[src/rtl/rv32_memory.sv]
// rv32_memory: RV32 memory stage with a req/gnt/rvalid data-memory port.
//
// Optional feature: define RV32_MEM_MISALIGN_EXC_EN to enable the misaligned-access
// flag (misaligned_o). When it is undefined, half accesses use a[1] only, word
// accesses ignore a[1:0], and no access is ever blocked.
//
// Ports:
//   clk_i, rst_n_i            clock, asynchronous active-low reset
//   reg_write_i .. write_data_i  execute-to-memory control and data (alu_result_i = address)
//   dmem_req_o/we/addr/be/wdata  data-memory request (held until dmem_gnt_i)
//   dmem_gnt_i/rvalid_i/rdata_i  data-memory grant and read response
//   stall_o                   combinational freeze request to the hazard unit
//   misaligned_o              combinational misaligned-access flag (macro only)
//   reg_write_o .. read_data_o   memory-to-writeback register
module rv32_memory (
    input  logic        clk_i,
    input  logic        rst_n_i,
    input  logic        reg_write_i,
    input  logic        memory_write_i,
    input  logic [1:0]  result_source_i,
    input  logic [31:0] instr_i,
    input  logic [31:0] pc_next_i,
    input  logic [31:0] alu_result_i,
    input  logic [31:0] write_data_i,
    output logic        dmem_req_o,
    output logic        dmem_we_o,
    output logic [31:0] dmem_addr_o,
    output logic [3:0]  dmem_be_o,
    output logic [31:0] dmem_wdata_o,
    input  logic        dmem_gnt_i,
    input  logic        dmem_rvalid_i,
    input  logic [31:0] dmem_rdata_i,
    output logic        stall_o,
`ifdef RV32_MEM_MISALIGN_EXC_EN
    output logic        misaligned_o,
`endif
    output logic        reg_write_o,
    output logic [1:0]  result_source_o,
    output logic [31:0] instr_o,
    output logic [31:0] pc_next_o,
    output logic [31:0] alu_result_o,
    output logic [31:0] read_data_o
);

    localparam int unsigned XLEN = 32;
    localparam int unsigned BEW  = XLEN / 8;

    typedef enum logic {
        IDLE     = 1'b0,
        WAIT_RSP = 1'b1
    } state_t;

    state_t          state;
    logic [2:0]      funct3;
    logic [1:0]      offset;
    logic            access;
    logic            load;
    logic            store;
    logic            misaligned;
    logic            issue;
    logic            in_idle;
    logic            in_wait;
    logic [7:0]      ld_byte;
    logic [15:0]     ld_half;
    logic [XLEN-1:0] ld_ext;
    logic [BEW-1:0]  be;
    logic [XLEN-1:0] wdata;

    // Access decode
    always_comb begin
        funct3  = instr_i[14:12];
        offset  = alu_result_i[1:0];
        access  = memory_write_i | (result_source_i == 2'b01);
        load    = access & ~memory_write_i;
        store   = memory_write_i;
        in_idle = (state == IDLE);
        in_wait = (state == WAIT_RSP);
    end

`ifdef RV32_MEM_MISALIGN_EXC_EN
    // Half accesses need a[0]=0, word accesses need a[1:0]=0
    always_comb begin
        misaligned = 1'b0;
        if (access) begin
            case (funct3[1:0])
                2'b01:   misaligned = offset[0];
                2'b10:   misaligned = |offset;
                default: misaligned = 1'b0;
            endcase
        end
    end

    assign misaligned_o = misaligned;
`else
    assign misaligned = 1'b0;
`endif

    // A misaligned access is dropped: no request, no stall
    assign issue = access & ~misaligned;

    // Request and stall are gated by reset so both read 0 while it is asserted
    always_comb begin
        dmem_req_o = rst_n_i & in_idle & issue;
        stall_o    = rst_n_i & ((in_idle & issue & ~(store & dmem_gnt_i))
                              | (in_wait & ~dmem_rvalid_i));
    end

    assign dmem_addr_o  = {alu_result_i[31:2], 2'b00};
    assign dmem_we_o    = memory_write_i;
    assign dmem_be_o    = be;
    assign dmem_wdata_o = wdata;

    // Store lane steering; loads always fetch the full word
    always_comb begin
        be    = '0;
        wdata = '0;
        if (issue) begin
            if (store) begin
                case (funct3)
                    3'b000: begin
                        be    = BEW'(4'b0001 << offset);
                        wdata = {4{write_data_i[7:0]}};
                    end
                    3'b001: begin
                        be    = BEW'(4'b0011 << {offset[1], 1'b0});
                        wdata = {2{write_data_i[15:0]}};
                    end
                    default: begin
                        be    = 4'b1111;
                        wdata = write_data_i;
                    end
                endcase
            end else begin
                be = 4'b1111;
            end
        end
    end

    // Load lane extraction and extension
    always_comb begin
        case (offset)
            2'd0:    ld_byte = dmem_rdata_i[7:0];
            2'd1:    ld_byte = dmem_rdata_i[15:8];
            2'd2:    ld_byte = dmem_rdata_i[23:16];
            default: ld_byte = dmem_rdata_i[31:24];
        endcase
        ld_half = offset[1] ? dmem_rdata_i[31:16] : dmem_rdata_i[15:0];
        case (funct3)
            3'b000:  ld_ext = {{24{ld_byte[7]}}, ld_byte};
            3'b001:  ld_ext = {{16{ld_half[15]}}, ld_half};
            3'b100:  ld_ext = {24'h0, ld_byte};
            3'b101:  ld_ext = {16'h0, ld_half};
            default: ld_ext = dmem_rdata_i;
        endcase
    end

    // Access FSM; rvalid is only honoured in WAIT_RSP, so a stale response after reset is dropped
    always_ff @(posedge clk_i or negedge rst_n_i) begin
        if (!rst_n_i) begin
            state <= IDLE;
        end else begin
            case (state)
                IDLE:     if (issue && load && dmem_gnt_i) state <= WAIT_RSP;
                WAIT_RSP: if (dmem_rvalid_i)               state <= IDLE;
                default:                                   state <= IDLE;
            endcase
        end
    end

    // Memory-to-writeback register; a stall inserts a bubble by clearing reg_write
    always_ff @(posedge clk_i or negedge rst_n_i) begin
        if (!rst_n_i) begin
            reg_write_o     <= 1'b0;
            result_source_o <= 2'b00;
            instr_o         <= '0;
            pc_next_o       <= '0;
            alu_result_o    <= '0;
            read_data_o     <= '0;
        end else if (stall_o) begin
            reg_write_o <= 1'b0;
        end else begin
            reg_write_o     <= reg_write_i & ~misaligned;
            result_source_o <= result_source_i;
            instr_o         <= instr_i;
            pc_next_o       <= pc_next_i;
            alu_result_o    <= alu_result_i;
            read_data_o     <= (in_wait && dmem_rvalid_i) ? ld_ext : '0;
        end
    end

endmodule

[config.mk]
export PLATFORM = sky130hd
export DESIGN_NAME = rv32_memory
export DESIGN_NICKNAME = d
export VERILOG_FILES = /design/src/rtl/rv32_memory.sv
export SDC_FILE = /design/constraint.sdc
export NUM_CORES = 1
export LEC_CHECK = 0
export ABC_AREA = 0
export ABC_CLOCK_PERIOD_IN_PS = 2200
export BUFFER_PORTS_ARGS = -buffer_cell sky130_fd_sc_hd__buf_2
export CELL_PAD_IN_SITES_DETAIL_PLACEMENT = 1
export CELL_PAD_IN_SITES_GLOBAL_PLACEMENT = 1
export CORE_ASPECT_RATIO = 0.5
export CORE_MARGIN = 2
export CORE_UTILIZATION = 33
export DETAILED_ROUTE_END_ITERATION = 7
export PLACE_DENSITY = 0.79
export RECOVER_POWER = 25
export SETUP_SLACK_MARGIN = 0.3
export SLEW_MARGIN = 0
export SYNTH_ARGS = -nofsm -noshare
export SYNTH_HDL_FRONTEND = slang
export SYNTH_SLANG_ARGS = --single-unit
export TNS_END_PERCENT = 10
[constraint.sdc]
create_clock -name clk_i -period 2.2 [get_ports clk_i]
set_input_delay 0.11 -clock clk_i [delete_from_list [all_inputs] [get_ports clk_i]]
set_output_delay 0.11 -clock clk_i [all_outputs]
set_load 0.01 [all_outputs]
==> impl_metrics.json, run 1 <==
{
  "status": "finished clean",
  "dpl.hpwl_um": 16600,
  "netlist_area_um2": 6590,
  "r2r_cells": 4,
  "fin_crit_ps": 1850,
  "num_rows": 36,
  "syn_area_per_cell_um2": 12.6,
  "power_density_nw_per_um2": 730,
  "whs_path_depth": 2,
  "synth_top_area_cell": "dfrtp_1",
  "io_pins": 370,
  "io_buffer_count": 367,
  "synth_edf_count": 0,
  "synthCells": 522,
  "initial_core_util": 0.338,
  "grt_pass1_vias": 6696,
  "r2r-end": "instr_o[28]",
  "drc_errors": 0,
  "critPathBufInv": 1,
  "antenna_found_initial": 4,
  "cp.required_ps": 2480,
  "min_to": "result_source_o[1]",
  "ir_worst_vdd_uv": 604,
  "wl_per_cell_um": 20.4,
  "core_um2": 19500,
  "yosysWarnings": 0,
  "die_width_um": 204,
  "htreeDepth": 4,
  "rsz0062_at_grt": "true",
  "max_slew.worst_pin.slew_ps": 762,
  "synth_top_area_frac": 0.501,
  "cts_tree": "yes",
  "path_class": "flip-flop to flip-flop",
  "first_iter_violations": 247,
  "syn_to_final_growth_pct": 51.8,
  "cp.arrival_ps": 2140,
  "grt_max_degree": 104,
  "cts_buffer_depth": 2,
  "grt_pass1_wl_um": 38800,
  "finalSetupViolCount": 0,
  "period_share": 0.843,
  "yosysMostFrequentCell": "dfrtp_1",
  "slew_headroom": 0.492,
  "dieArea_um2": 21200,
  "grt-ovfl-total": 0,
  "leakagePower_nw": 4.89,
  "cp-start-kind": "flip-flop",
  "clock_latency_ps": 410,
  "synth-adder-area-share": 0,
  "cts_buffers": 17,
  "cpPeakStageDelay_ps": 440,
  "synth_top_family_by_area": "multiplexers",
  "ant_nets": 0,
  "gp_congestion": 0.831,
  "max_freq_mhz": 539,
  "final_nets": 1123,
  "synth_compound_area_frac": 0.126,
  "synth_flop_cell": "dfrtp_1",
  "ys_seq_area_frac": 0.501,
  "synthArstFlopShare": 1.00,
  "regToRegSetupSlack_ps": 350,
  "synthTopCellsByCount": "132 x dfrtp_1, 54 x mux2_2, 46 x mux2_4, 46 x nand2_1, 40 x buf_4",
  "cpLargestDelayFamily": "flip-flops",
  "cp-end-kind": "flip-flop",
  "crit_fanout": 50,
  "synthMuxAreaShare": 0.213,
  "hold_viol": 0,
  "vias": 5983,
  "final_core_util": 0.513,
  "r2r_start": "in_wait",
  "ys_ff_latch": 132,
  "cpMaxStageDelayCell": "dfrtp_1",
  "worstHoldPathType": "primary input to flip-flop",
  "synth-xor-area-share": 0,
  "grt_use_total": 0.236,
  "tns_ps": 0,
  "cap_viol_max_count": 0,
  "dieHeight_um": 104,
  "drv_slew": 0,
  "synth-simple-area-share": 0.0820,
  "via_per_inst": 4.84,
  "crit_path_cell_trace": "nor2b_1, o21a_4, buf_12, mux2_2",
  "ys_types": 47,
  "clock-sinks": 132,
  "firstDrtPassIters": 5,
  "clockRootBuffer": "clkbuf_16",
  "synth.area.top_cells": "dfrtp_1 50%, mux2_4 10%, mux2_2 9.2%, buf_4 4.6%, nand2_1 2.6%",
  "drive_above_1_share": 0.455,
  "routed_wl_um": 25200,
  "cts.reportedPaths.clkPinSlew_ps": 60,
  "skew_ps": 6.36,
  "hold_start": "result_source_i[1]"
}
[placed cells by master, fill, tap and decap left out, types with 4 or more instances in the layout]
cell,instances
dlygate4sd3_1,95
clkbuf_8,4
mux2_2,54
a211oi_1,6
a32o_1,6
o211a_1,8
clkbuf_16,17
and2_1,9
nand2b_1,22
clkbuf_1,88
dfrtp_1,132
a21boi_0,16
o22ai_1,6
a22o_1,19
buf_4,15
inv_1,4
o2bb2ai_1,8
a211o_1,6
o21ai_0,15
nor2b_1,10
buf_2,280
mux2_4,46
nand2_1,46
a31oi_1,5
bufinv_16,4
mux2i_1,8
[report_power, final]
group | internal [mW] | switching (mW) | total [mW]
registers | 2.63 | 0.126 | 2.76
clock network | 2.01 | 1.05 | 3.06
logic | 0.748 | 0.741 | 1.49
[cell type report]
type | instances | area, um2
antenna | 3 | 7.51
sequential | 132 | 3300
clock inverter | 9 | 150
timing repair buffer | 482 | 2920
multi-input combinational | 318 | 2790
inverter | 4 | 15.0
tap | 266 | 333
clock buffer | 22 | 484
fill | 2227 | 9500
[metrics by stage]
step / cell area, um2 / total power, mW / setup slack (ps) / std cells / hold WS, ps
after floorplan: 6600 / 3.51 / 654 / 523 / -186
after global placement: 8410 / 4.05 / 439 / 1099 / 181
after detailed placement: 8410 / 4.10 / 346 / 1099 / 189
after CTS: 10100 / 7.34 / 315 / 1227 / 2.08
after global routing: 10000 / 7.60 / 235 / 1236 / 1.51
final: 10000 / 7.30 / 345 / 1236 / 14.2
[worst max-delay path by stage]
stage	end	cells after the start	slack, ps	start
2_1_floorplan	alu_result_o[10]	6	650	in_wait
4_1_cts	stall_o	4	310	in_wait
5_1_grt	stall_o	4	240	in_wait
6_report	instr_o[28]	4	350	in_wait
3_5_place_dp	instr_o[28]	6	350	memory_write_i
3_3_place_gp	alu_result_o[8]	6	440	memory_write_i
[registers in the layout (all words and copies together) (netlist names)]
signal and cells:
result_source_o 2, alu_result_o 32, pc_next_o 32, instr_o 32, read_data_o 32, reg_write_o 1
in_wait 1
[kinds of logic (layout without fill, tap and decap cells)]
| logic type | after synthesis | in the layout |
|---|---|---|
| other | 1 | 5 |
| multiplexers | 109 | 109 |
| AND/OR/NAND/NOR | 101 | 101 |
| AO/OA/AOI/OAI | 106 | 106 |
| buffers and inverters | 73 | 517 |
| flip-flops | 132 | 132 |
[metal layers]
metal / track usage / wire, um / share of wire / vias up
met3: 0.0486 / 1160 / 0.046 / 59
met4: 0.106 / 854 / 0.034 / 2
met1: 0.261 / 9570 / 0.38 / 3022
met5: 0 / 7 / 0.00028 / -
met2: 0.435 / 13600 / 0.54 / 198
li1: - / - / - / 2702
[timing repair]
item                                    in CTS  in global routing
endpoints found under the setup margin       1                 40
hold buffers                                95                  0
hold endpoints to repair                   123                  0
resized for setup                            1                  1
pin swaps                                    1                  1
buffers inserted                             0                  6
gates cloned                                 2                  0
Note: power is estimated with default switching activity, not from simulation.
==> inputs of run 2 (changes only) <==
ABC_CLOCK_PERIOD_IN_PS = 1600   (was 2200)
CORE_UTILIZATION = 30   (was 33)
PLACE_DENSITY = 0.76   (was 0.79)
clock period = 1.6 ns   (was 2.2 ns; I/O delays follow)
==> run 2 against run 1 <==
  * The run now ends with negative setup slack left
  * Setup slack worse by 410 ps
  * Via count grew 3.2%
  * Clock skew up 1.9 ps
  * Core utilization decreased by 0.93 points
  * Largest power group unchanged
==> impl_metrics.json, run 2 (synthesis gave the netlist of run 1 again) <==
{
  "intPower_mw": 7.84,
  "rsz0062_at_grt": "true",
  "holdWs_ps": 13.1,
  "cts_tree": "yes",
  "syn_to_final_growth_pct": 65.3,
  "pwr-share-clk": 0.424,
  "hold_viol": 0,
  "dieArea_um2": 23300,
  "dieHeight_um": 109,
  "switching_power_mw": 2.93,
  "status": "finished, violations left",
  "setup_slack_ps": -63.4,
  "io_pins": 370,
  "max_slew.worst_pin.slew_ps": 650,
  "stdcell_area_um2": 10900,
  "grt_max_degree": 59,
  "first_iter_violations": 322,
  "drc_errors": 0,
  "tns_ps": -2850,
  "power_density_nw_per_um2": 988,
  "layoutNonFillerInstCount": 1312,
  "drive_above_1_share": 0.474,
  "antenna_found_initial": 5,
  "critPathLaunch": "in_wait",
  "clock_latency_ps": 420,
  "cts_buffers": 17,
  "grt-ovfl-total": 0,
  "vias": 6172,
  "clockRootBuffer": "clkbuf_16",
  "r2r_start": "in_wait",
  "ant_nets": 0,
  "htreeDepth": 4,
  "cp.arrival_ps": 1960,
  "path_class": "flip-flop to flip-flop",
  "violations": "negative setup slack",
  "grt_pass1_vias": 6815,
  "hold_start": "dmem_rdata_i[0]",
  "critPathBufInv": 3,
  "die_width_um": 214,
  "p_comb_frac": 0.223,
  "finalSetupViolCount": 91,
  "seqPwrFrac": 0.353,
  "firstDrtPassIters": 4,
  "layout.cells.most_common": "buf_2",
  "cts_buffer_depth": 2,
  "cp-end-kind": "flip-flop",
  "crit_path_cell_trace": "a211oi_2, o21a_4, buf_12, buf_12, clkbuf_16, mux2_4",
  "period_share": 1.04,
  "max_freq_mhz": 601,
  "final_nets": 1164,
  "finalPower_mw": 10.8,
  "cpMaxStageDelayCell": "dfrtp_1",
  "crit_path_frequent_cell": "buf_12",
  "core_um2": 21600,
  "grt_pass1_wl_um": 40000,
  "clock-sinks": 132,
  "place_ws_ps": -108,
  "cpPeakStageDelay_ps": 420,
  "cts.reportedPaths.clkPinSlew_ps": 70,
  "ir_worst_vdd_uv": 661,
  "routed_wl_um": 27800,
  "cpLargestDelayFamily": "buffers and inverters",
  "placed_area_um2": 8600,
  "fin_crit_ps": 1660,
  "cap_viol_max_count": 0,
  "most-common-layout-cells": "281 x buf_2, 132 x dfrtp_1, 110 x dlygate4sd3_1",
  "via_per_inst": 4.70,
  "numPlacedInstances": 1148,
  "worstHoldPathType": "primary input to flip-flop",
  "drv_slew": 0,
  "leakagePower_nw": 5.37,
  "cp.required_ps": 1900,
  "io_buffer_count": 367,
  "grt_use_total": 0.232,
  "final_core_util": 0.504,
  "cp-start-kind": "flip-flop",
  "wl_per_cell_um": 21.2,
  "swShare": 0.272,
  "num_rows": 38,
  "dpl.hpwl_um": 17500,
  "gp_congestion": 0.815,
  "skew_ps": 8.26,
  "initial_core_util": 0.305,
  "slew_headroom": 0.567,
  "crit_fanout": 8
}
[run 2: changes by cell type in the layout (fill, tap and decap cells not counted), sizes merged]
cell / delta
buf: +26
bufbuf: -1
bufinv: +2
clkbuf: -4
clkinvlp: +1
dlygate4sd3: +15
inv: +3
[run 2: metal layers]
metal  global-route usage  vias to the layer above  routed length, um
li1                     -                     2780                  -
met1                0.252                     3125              10400
met2                0.436                      204              15300
met3               0.0504                       61               1220
met4                0.107                        2                828
met5                    0                        -                 13
[run 2: path summary, 6_finish.rpt]
check                                   end  depth (start not counted)  slack, ps
max in group asynchronous     pc_next_o[12]                          3        470
max reg2reg                alu_result_o[19]                          6        -60
min reg2reg                 read_data_o[15]                          1        490
min in group asynchronous   alu_result_o[1]                          2        200
min                          read_data_o[0]                          3         10
max                        alu_result_o[19]                          6        -60
[run 2: power by group through the flow]
stage | registers, mW | logic, mW | clock network [mW]
detailed placement | 3.82 | 1.88 | 0
finish | 3.80 | 2.40 | 4.57
CTS | 3.78 | 2.33 | 4.60
floorplan | 3.94 | 0.885 | 0
global route | 3.83 | 2.55 | 4.81
global placement | 3.81 | 1.82 | 0
[run 2: area by class of cell]
cell class,instances,area [um2]
multi-input combinational,318,2990
timing repair buffer,523,3530
clock inverter,15,251
antenna,3,7.51
fill,2412,10700
clock buffer,17,425
inverter,4,15.0
sequential,132,3300
tap,300,375
[run 2: what timing repair did]
action / in CTS / in global routing
hold buffers: 110 / 0
buffers inserted: 8 / 3
gates cloned: 5 / 3
endpoints found under the hold margin: 242 / 0
endpoints found under the setup margin: 140 / 201
resized for setup: 56 / 29
pin swaps: 4 / 10
[run 2: worst min-delay path, cell delays in order]
cell	delay (ps)
buf_2	100
o21ai_0	80
o2bb2ai_1	140
